File: config.mk
export PLATFORM = sky130hd
export DESIGN_NAME = alarm_control
export DESIGN_NICKNAME = d
export VERILOG_FILES = /design/src/rtl/alarm_control.sv
export SDC_FILE = /design/constraint.sdc
export NUM_CORES = 1
export LEC_CHECK = 0
export CAP_MARGIN = 20
export CELL_PAD_IN_SITES_DETAIL_PLACEMENT = 0
export CELL_PAD_IN_SITES_GLOBAL_PLACEMENT = 1
export CORE_MARGIN = 8
export CORE_UTILIZATION = 33
export CTS_CLUSTER_DIAMETER = 200
export DETAILED_ROUTE_END_ITERATION = 16
export GPL_TIMING_DRIVEN = 0
export PLACE_DENSITY_LB_ADDON = 0.1
export SYNTH_ARGS = -nofsm -noshare
export SYNTH_HDL_FRONTEND = slang
export SYNTH_SLANG_ARGS = --single-unit
File: constraint.sdc
create_clock -name ck -period 2.2 [get_ports ck]
set_clock_uncertainty 0.15 [all_clocks]
set_input_delay 0.22 -clock ck [delete_from_list [all_inputs] [get_ports ck]]
set_output_delay 0.22 -clock ck [all_outputs]
set_load 0.01 [all_outputs]
File: src/rtl/alarm_control.sv
`timescale 1ns/1ps
// -----------------------------------------------------------------------------
// alarm_control
// Sequences the alarm of the digital clock. A rising edge of the time match
// (clock hh:mm equal to alarm hh:mm) while the alarm is armed starts ringing.
// Ringing can be stopped, snoozed a bounded number of times, or times out on
// its own. All durations are counted in tick_1hz pulses.
//
// Ports:
//   ck        in   system clock
//   reset_n   in   asynchronous active-low reset
//   tick_1hz  in   one-ck pulse per second
//   alarm_en  in   alarm armed (level)
//   clk_hh    in   current hours   (0..23)
//   clk_mm    in   current minutes (0..59)
//   al_hh     in   alarm hours     (0..23)
//   al_mm     in   alarm minutes   (0..59)
//   stop      in   stop button level, synchronous to ck
//   snooze    in   snooze button level, synchronous to ck
//   buzzer    out  buzzer drive (registered)
//   ringing   out  high while in RING
//   snoozing  out  high while in SNOOZE
// -----------------------------------------------------------------------------
module alarm_control #(
    parameter int RING_SECS   = 60,
    parameter int SNOOZE_SECS = 300,
    parameter int MAX_SNOOZE  = 3,
    parameter int CNT_W       = 9
) (
    input  logic       ck,
    input  logic       reset_n,
    input  logic       tick_1hz,
    input  logic       alarm_en,
    input  logic [4:0] clk_hh,
    input  logic [5:0] clk_mm,
    input  logic [4:0] al_hh,
    input  logic [5:0] al_mm,
    input  logic       stop,
    input  logic       snooze,
    output logic       buzzer,
    output logic       ringing,
    output logic       snoozing
);

    localparam int SNZ_W = (MAX_SNOOZE < 1) ? 1 : $clog2(MAX_SNOOZE + 1);
    localparam logic [CNT_W-1:0] RING_LAST   = CNT_W'(RING_SECS - 1);
    localparam logic [CNT_W-1:0] SNOOZE_LAST = CNT_W'(SNOOZE_SECS - 1);
    localparam logic [SNZ_W-1:0] SNZ_MAX     = SNZ_W'(MAX_SNOOZE);

    typedef enum logic [1:0] {
        IDLE   = 2'd0,
        RING   = 2'd1,
        SNOOZE = 2'd2
    } state_t;

    state_t           state_reg, state_next;
    logic [CNT_W-1:0] cnt_reg, cnt_next;
    logic [SNZ_W-1:0] snz_reg, snz_next;
    logic             buzzer_reg, buzzer_next;
    logic             match_q, stop_q, snooze_q;

    logic match, trigger, stop_p, snooze_p;

    assign match    = (clk_hh == al_hh) && (clk_mm == al_mm);
    // Only a fresh match fires; match_q resets high so a match already
    // present when reset releases does not ring.
    assign trigger  = match && !match_q && alarm_en;
    assign stop_p   = stop && !stop_q;
    assign snooze_p = snooze && !snooze_q;

    always_ff @(posedge ck or negedge reset_n) begin
        if (!reset_n) begin
            state_reg  <= IDLE;
            cnt_reg    <= '0;
            snz_reg    <= '0;
            buzzer_reg <= 1'b0;
            match_q    <= 1'b1;
            stop_q     <= 1'b0;
            snooze_q   <= 1'b0;
        end else begin
            state_reg  <= state_next;
            cnt_reg    <= cnt_next;
            snz_reg    <= snz_next;
            buzzer_reg <= buzzer_next;
            match_q    <= match;
            stop_q     <= stop;
            snooze_q   <= snooze;
        end
    end

    always_comb begin
        state_next  = state_reg;
        cnt_next    = cnt_reg;
        snz_next    = snz_reg;
        buzzer_next = buzzer_reg;

        unique case (state_reg)
            IDLE: begin
                buzzer_next = 1'b0;
                if (trigger) begin
                    state_next  = RING;
                    cnt_next    = '0;
                    snz_next    = '0;
                    buzzer_next = 1'b1;
                end
            end

            RING: begin
                if (!alarm_en || stop_p) begin
                    state_next  = IDLE;
                    buzzer_next = 1'b0;
                end else if (snooze_p && (snz_reg < SNZ_MAX)) begin
                    state_next  = SNOOZE;
                    cnt_next    = '0;
                    snz_next    = snz_reg + 1'b1;
                    buzzer_next = 1'b0;
                end else if (tick_1hz) begin
                    // A snooze press past the limit lands here and is ignored.
                    if (cnt_reg == RING_LAST) begin
                        state_next  = IDLE;
                        buzzer_next = 1'b0;
                    end else begin
                        cnt_next    = cnt_reg + 1'b1;
                        buzzer_next = !buzzer_reg;
                    end
                end
            end

            SNOOZE: begin
                buzzer_next = 1'b0;
                if (!alarm_en || stop_p) begin
                    state_next = IDLE;
                end else if (tick_1hz) begin
                    if (cnt_reg == SNOOZE_LAST) begin
                        state_next  = RING;
                        cnt_next    = '0;
                        buzzer_next = 1'b1;
                    end else begin
                        cnt_next = cnt_reg + 1'b1;
                    end
                end
            end

            default: begin
                state_next  = IDLE;
                buzzer_next = 1'b0;
            end
        endcase
    end

    assign buzzer   = buzzer_reg;
    assign ringing  = (state_reg == RING);
    assign snoozing = (state_reg == SNOOZE);

endmodule
=== Yosys cells after proc, flatten, opt, wreduce, memory -nomap -nowiden ===
Index checks and enable logic that the tools add are counted.

* Add/sub/neg operators: 2
* $lt $le $gt $ge: 1
* Muxes and demuxes: 31
* Reductions and logical operators: 18
* Eq/ne operators: 17

{| class="wikitable"
|+ Operators with widths
! cell !! number
|-
| 2-to-1 mux 9 bit || 8
|-
| case mux 9 bit (3 select lines) || 1
|-
| 2-to-1 mux 2 bit || 11
|-
| adder 9 x 1 -> 9 bit, second input constant || 1
|-
| == test 9 x 6 -> 1 bit, second input constant || 1
|-
| == test 9 bit, second input constant || 1
|-
| 2-to-1 mux 1 bit || 8
|-
| != test 2 bit, second input constant || 4
|-
| AND reduction 7 bit || 1
|-
| == test 6 bit || 1
|-
| logical AND 1 bit || 6
|-
| != test 3 x 2 -> 1 bit, second input constant || 2
|-
| case mux 2 bit (3 select lines) || 1
|-
| == test 5 bit || 1
|-
| zero test 1 bit || 5
|-
| AND reduction 5 bit || 1
|-
| != test 4 x 1 -> 1 bit, second input constant || 1
|-
| != test 4 x 2 -> 1 bit, second input constant || 1
|-
| case mux 2 bit (2 select lines) || 1
|-
| AND reduction 4 bit || 1
|-
| != test 3 x 1 -> 1 bit, second input constant || 1
|-
| != test 3 bit, second input constant || 1
|-
| case mux 1 bit (3 select lines) || 1
|-
| nonzero test 3 bit || 1
|-
| other kinds (8) || 8
|}

* Output and inout port bits: 3
* Flip-flop bits (word level): 17

=== Longest topological paths before layout ===
* Depth in word-level cells: 6
* Depth in mapped cells: 8

=== Worst setup path before layout ===
No wires, ideal clock.

* Path type: reg2reg
* Start: register cnt_reg[0]
* End: register state_reg[0]
* Path slack: -15 ps
* Data required time: 1925 ps
* Data arrival time: 1940 ps
* Stages on the path, launching flop included: 7
* Cells stage by stage: dfrtp_1 > ha_1 > or4b_1 > or3_1 > a32oi_2 > o21ai_2 > mux2_4

* Longest elaborated chain between the ends: 3
* Elaborated cells between the ends (all ways): 5

{| class="wikitable"
|+ Ends and longest elaborated chain
! element !! RTL line !! RTL
|-
| from (decl) || 57 || <nowiki>logic [CNT_W-1:0] cnt_reg, cnt_next;</nowiki>
|-
| from (signal assigned) || 82 || <nowiki>cnt_reg <= cnt_next;</nowiki>
|-
| == test 9 x 6 -> 1 bit or == test 9 bit (tied branches) || 119, 134 ||
|-
| != test 4 x 1 -> 1 bit (no line) or != test 3 x 1 -> 1 bit (tied branches) || n/a ||
|-
| AND reduction 5 bit (no line) * || n/a ||
|-
| to (signal assigned) || 81 || <nowiki>state_reg <= state_next;</nowiki>
|-
| to (decl) || 56 || <nowiki>state_t state_reg, state_next;</nowiki>
|}

Every way passes the cells marked *; elsewhere a longest branch is shown, timed or not.
A chain may end at the register's enable or synchronous reset.

=== Worst setup path after layout ===
* Start: register cnt_reg[1]
* End: register state_reg[0]

Same word-level chain as after synthesis.

==> summary.txt <==
Clock network
  • Clk_lat worst skew: 0.25 ns
  • Root Buffer: clkbuf_8
  • H-tree lvl count: 1
  • Number of CTS-inserted buffers: 3
  • Clock slew at reported path FFs: 0.07 ns
  • Clock tree from TritonCTS: built
  • Clock tree buffer depth: 2
  • Number of clock sinks: 17

Status
  • Run status: finished, violations left
  • Failing checks: setup timing

Worst setup path
  • Signal arrival time at the worst endpoint: 2.26 ns
  • Kind of end point of the critical path: flop
  • Cell at the slowest stage of the critical path: or4b_4
  • Top Family by Delay on Critical Path: simple AND/OR/NAND/NOR gates
  • Worst setup SP type: flop
  • Critical path, cell by cell: ha_4 -> or4b_4 -> or3_4 -> a32oi_2 -> o21ai_2 -> mux2_4
  • Bufs and invs on worst path: 0
  • Data required time at the worst endpoint: 2.19 ns
  • CP peak stage delay: 0.48 ns
  • Max FO, Critical Path: 4
  • Crit path kind: reg -> reg

Routing
  • Overall via count from detail_route: 1281
  • Iteration-0 DRC Markers: 69
  • Number of antenna-violating nets in the routed design: 0
  • Detailed-route wire length: 3.864 mm
  • DRC Markers: 0
  • Final routed wire length divided by cell count: 16.51 um
  • Drt pass-1 iters: 4
  • DR vias/cell: 5.474

Layout
  • Design Area, Final: 0.001934 sq mm
  • Fillers: 329
  • Fraction of final layout cells sized beyond drive strength 1: 30.11%
  • Number of antenna cells inserted: 0
  • Area Growth Syn to Fin: 58.24%
  • Number of nets in the finished design: 221
  • Largest register FFs: 9
  • Post-route core utilization: 53.64%

Logic synthesis
  • Synth Register Bits: 17
  • Most frequent cell after synthesis: dfrtp_1
  • Post-synth cell types: 47
  • Fraction of post-synthesis cell area in the top cell type by area: 32.75%
  • Total nets after synthesis: 168
  • Area contributors post-synth: dfrtp_1 33%, ha_1 6.1%, xor2_1 5.7%
  • Register area share after synthesis: 34.90%
  • Mean instance size in the synthesized netlist: 9.123 sq um
  • Async set-or-reset flop fraction in the synthesized netlist: 100.0%
  • Warning count from the yosys run: 0
  • Most frequent cells after synthesis: 16 x dfrtp_1, 10 x nand2_1, 9 x inv_1, 9 x nor2_1
  • Cell type contributing the most total cell area after synthesis: dfrtp_1
  • Mapped cell area: 0.001222 sq mm
  • Main synth FF type: dfrtp_1
  • Number of synthesized flops with an enable pin: 0
  • Post-synthesis instance total: 134

Global route
  • Number of antenna violations at the first check in global routing: 0
  • Grt total ovfl: 0
  • Maximum number of pins on one net before global-route repair: 18
  • Global Route Usage Sum: 12.08%
  • Met2 track utilization from global routing: 21.41%
  • Global-route wire length before repair: 5.940 mm
  • GR met3 Demand/Resource: 2.564%
  • Met1 Use GR: 13.94%
  • Vias in the first global route: 1253
  • Highest-utilization routing layer at the global route stage: met2

Power
  • Max rail drop VDD: 405.7 uV
  • Pwr Density: 860.9 mW/mm^2
  • Sw Ratio: 40.11%
  • Combinational fraction of design power: 61.3%
  • Reported leakage power: 0.7678 nW
  • Sequential share of power: 24.3%
  • Internal Power: 997.4 uW
  • Total Power: 1.665 mW
  • Sw Pwr: 667.9 uW
  • Share of power burned in the clock network: 14.4%

Timing
  • Final hold viol count: 0
  • Worst setup margin: -0.07054 ns
  • Final Max Slew Viols: 0
  • Worst-Margin Slew: 0.8217 ns
  • Worst hold slack across all endpoints: 0.2890 ns
  • Max-slew headroom at the worst pin: 45.05%
  • Time the worst path needs with I/O delays and setup: 2.271 ns
  • Count of endpoints failing setup in the final report: 7
  • Share of the clock period used by the worst path after layout: 103.2%
  • F_max: 440.4 MHz
  • Final total negative setup slack: -0.1800 ns
  • RSZ-0062 raised after global routing: yes

Floorplan
  • Site row count: 22
  • Floorplan die area: 0.005908 sq mm
  • Core region area: 0.003606 sq mm
  • Vertical die dimension: 76.87 um
  • Boundary Pins: 31
  • X dimension of the die: 76.87 um
  • Initial core utilization: 33.90%

Placement
  • Instance area at placement: 0.001588 sq mm
  • Weighted congestion reported at the end of routability-driven placement: 0.8364
  • Detailed placement HPWL: 2.624 mm
  • Number of I/O port buffers: 30

Hold path
  • Class of the worst hold path: in -> async

Job
  • Number of max-cap violations: 0
-- final cells by class --
| cell class | count | area, sq um | area share (%) |
|---|---|---|---|
| multi-input cells | 105 | 900.9 | 46.57 |
| repair buffers | 49 | 450.4 | 23.29 |
| flip-flops and latches | 17 | 427.9 | 22.12 |
| well taps | 48 | 60.06 | 3.105 |
| clock buffers | 3 | 41.29 | 2.135 |
| inverters | 9 | 33.78 | 1.746 |
| plain buffers | 2 | 15.01 | 0.7762 |
| clock inverters | 1 | 5.005 | 0.2587 |
-- path summary, 6_finish.rpt --
| check | slack, ns | start | endpoint | cells after the start |
|---|---|---|---|---|
| min reg2reg | 0.39 | buzzer$_DFFE_PN0N_ | buzzer$_DFFE_PN0N_ | 2 |
| max in group asynchronous | 1.05 | reset_n | cnt_reg[6]$_DFFE_PN0P_ | 1 |
| min in group ck | 0.30 | stop | stop_q$_DFF_PN0_ | 1 |
| max | -0.07 | cnt_reg[1]$_DFFE_PN0P_ | state_reg[0]$_DFFE_PN0P_ | 6 |
| min | 0.29 | reset_n | state_reg[1]$_DFFE_PN0P_ | 1 |
| max reg2reg | -0.07 | cnt_reg[1]$_DFFE_PN0P_ | state_reg[0]$_DFFE_PN0P_ | 6 |
-- per-stage QoR --
| step | worst slack [ns] | std cells |
|---|---|---|
| after floorplan | -0.003920 | 134 |
| after global placement | -0.4299 | 212 |
| after detailed placement | -0.4145 | 212 |
| after CTS | -0.02881 | 225 |
| after global routing | -0.1634 | 234 |
| final | -0.07054 | 234 |
-- cells in the final DEF (no fill, tap or decap), types with 2 or more instances in the layout --
| cell | count |
|---|---|
| o31ai_2 | 2 |
| a32o_1 | 3 |
| nand2_1 | 10 |
| clkdlybuf4s50_1 | 30 |
| dfrtp_1 | 15 |
| xnor2_1 | 3 |
| clkbuf_8 | 3 |
| ha_1 | 3 |
| inv_1 | 9 |
| o21ai_0 | 5 |
| buf_6 | 2 |
| o31ai_1 | 3 |
| a211o_1 | 3 |
| o21ai_2 | 3 |
| xor2_1 | 8 |
| nor2_1 | 9 |
| nand4_1 | 2 |
| buf_4 | 18 |
| a22o_1 | 2 |
| nand3_1 | 8 |
| a21oi_1 | 3 |
| o41ai_2 | 2 |
| ha_2 | 2 |
| o22ai_2 | 2 |
| and4_1 | 2 |
-- power by group through the flow --
stage | clock network, mW | logic [mW] | registers (mW)
after CTS | 0.249 | 0.842 | 0.402
final | 0.240 | 1.02 | 0.405
after floorplan | 0 | 0.487 | 0.403
after detailed placement | 0 | 0.706 | 0.411
after global routing | 0.258 | 1.10 | 0.413
after global placement | 0 | 0.704 | 0.407
-- cells by family after synthesis --
logic type	Yosys count	share of synthesized area, %
adder cells (fa/ha/maj)	6	6.141
XOR/XNOR	11	7.882
flip-flops	17	34.90
AO/OA/AOI/OAI	41	25.08
AND/OR/NAND/NOR	45	20.17
buffers and inverters	12	3.787
multiplexers	2	2.047
-- routing by layer --
metal	vias up	share of wire, %
li1	612	-
met1	625	41
met2	35	53
met3	9	4.0
met4	0	2.1
met5	-	0
-- timing repair --
item                                    CTS  global route
gates resized for setup                  17            18
setup buffers                            10             9
endpoints found under the setup margin   12            12
endpoints found under the hold margin     0             0
hold buffers                              0             0
pin swaps                                10             7
Note: power is estimated with default switching activity, not from simulation.
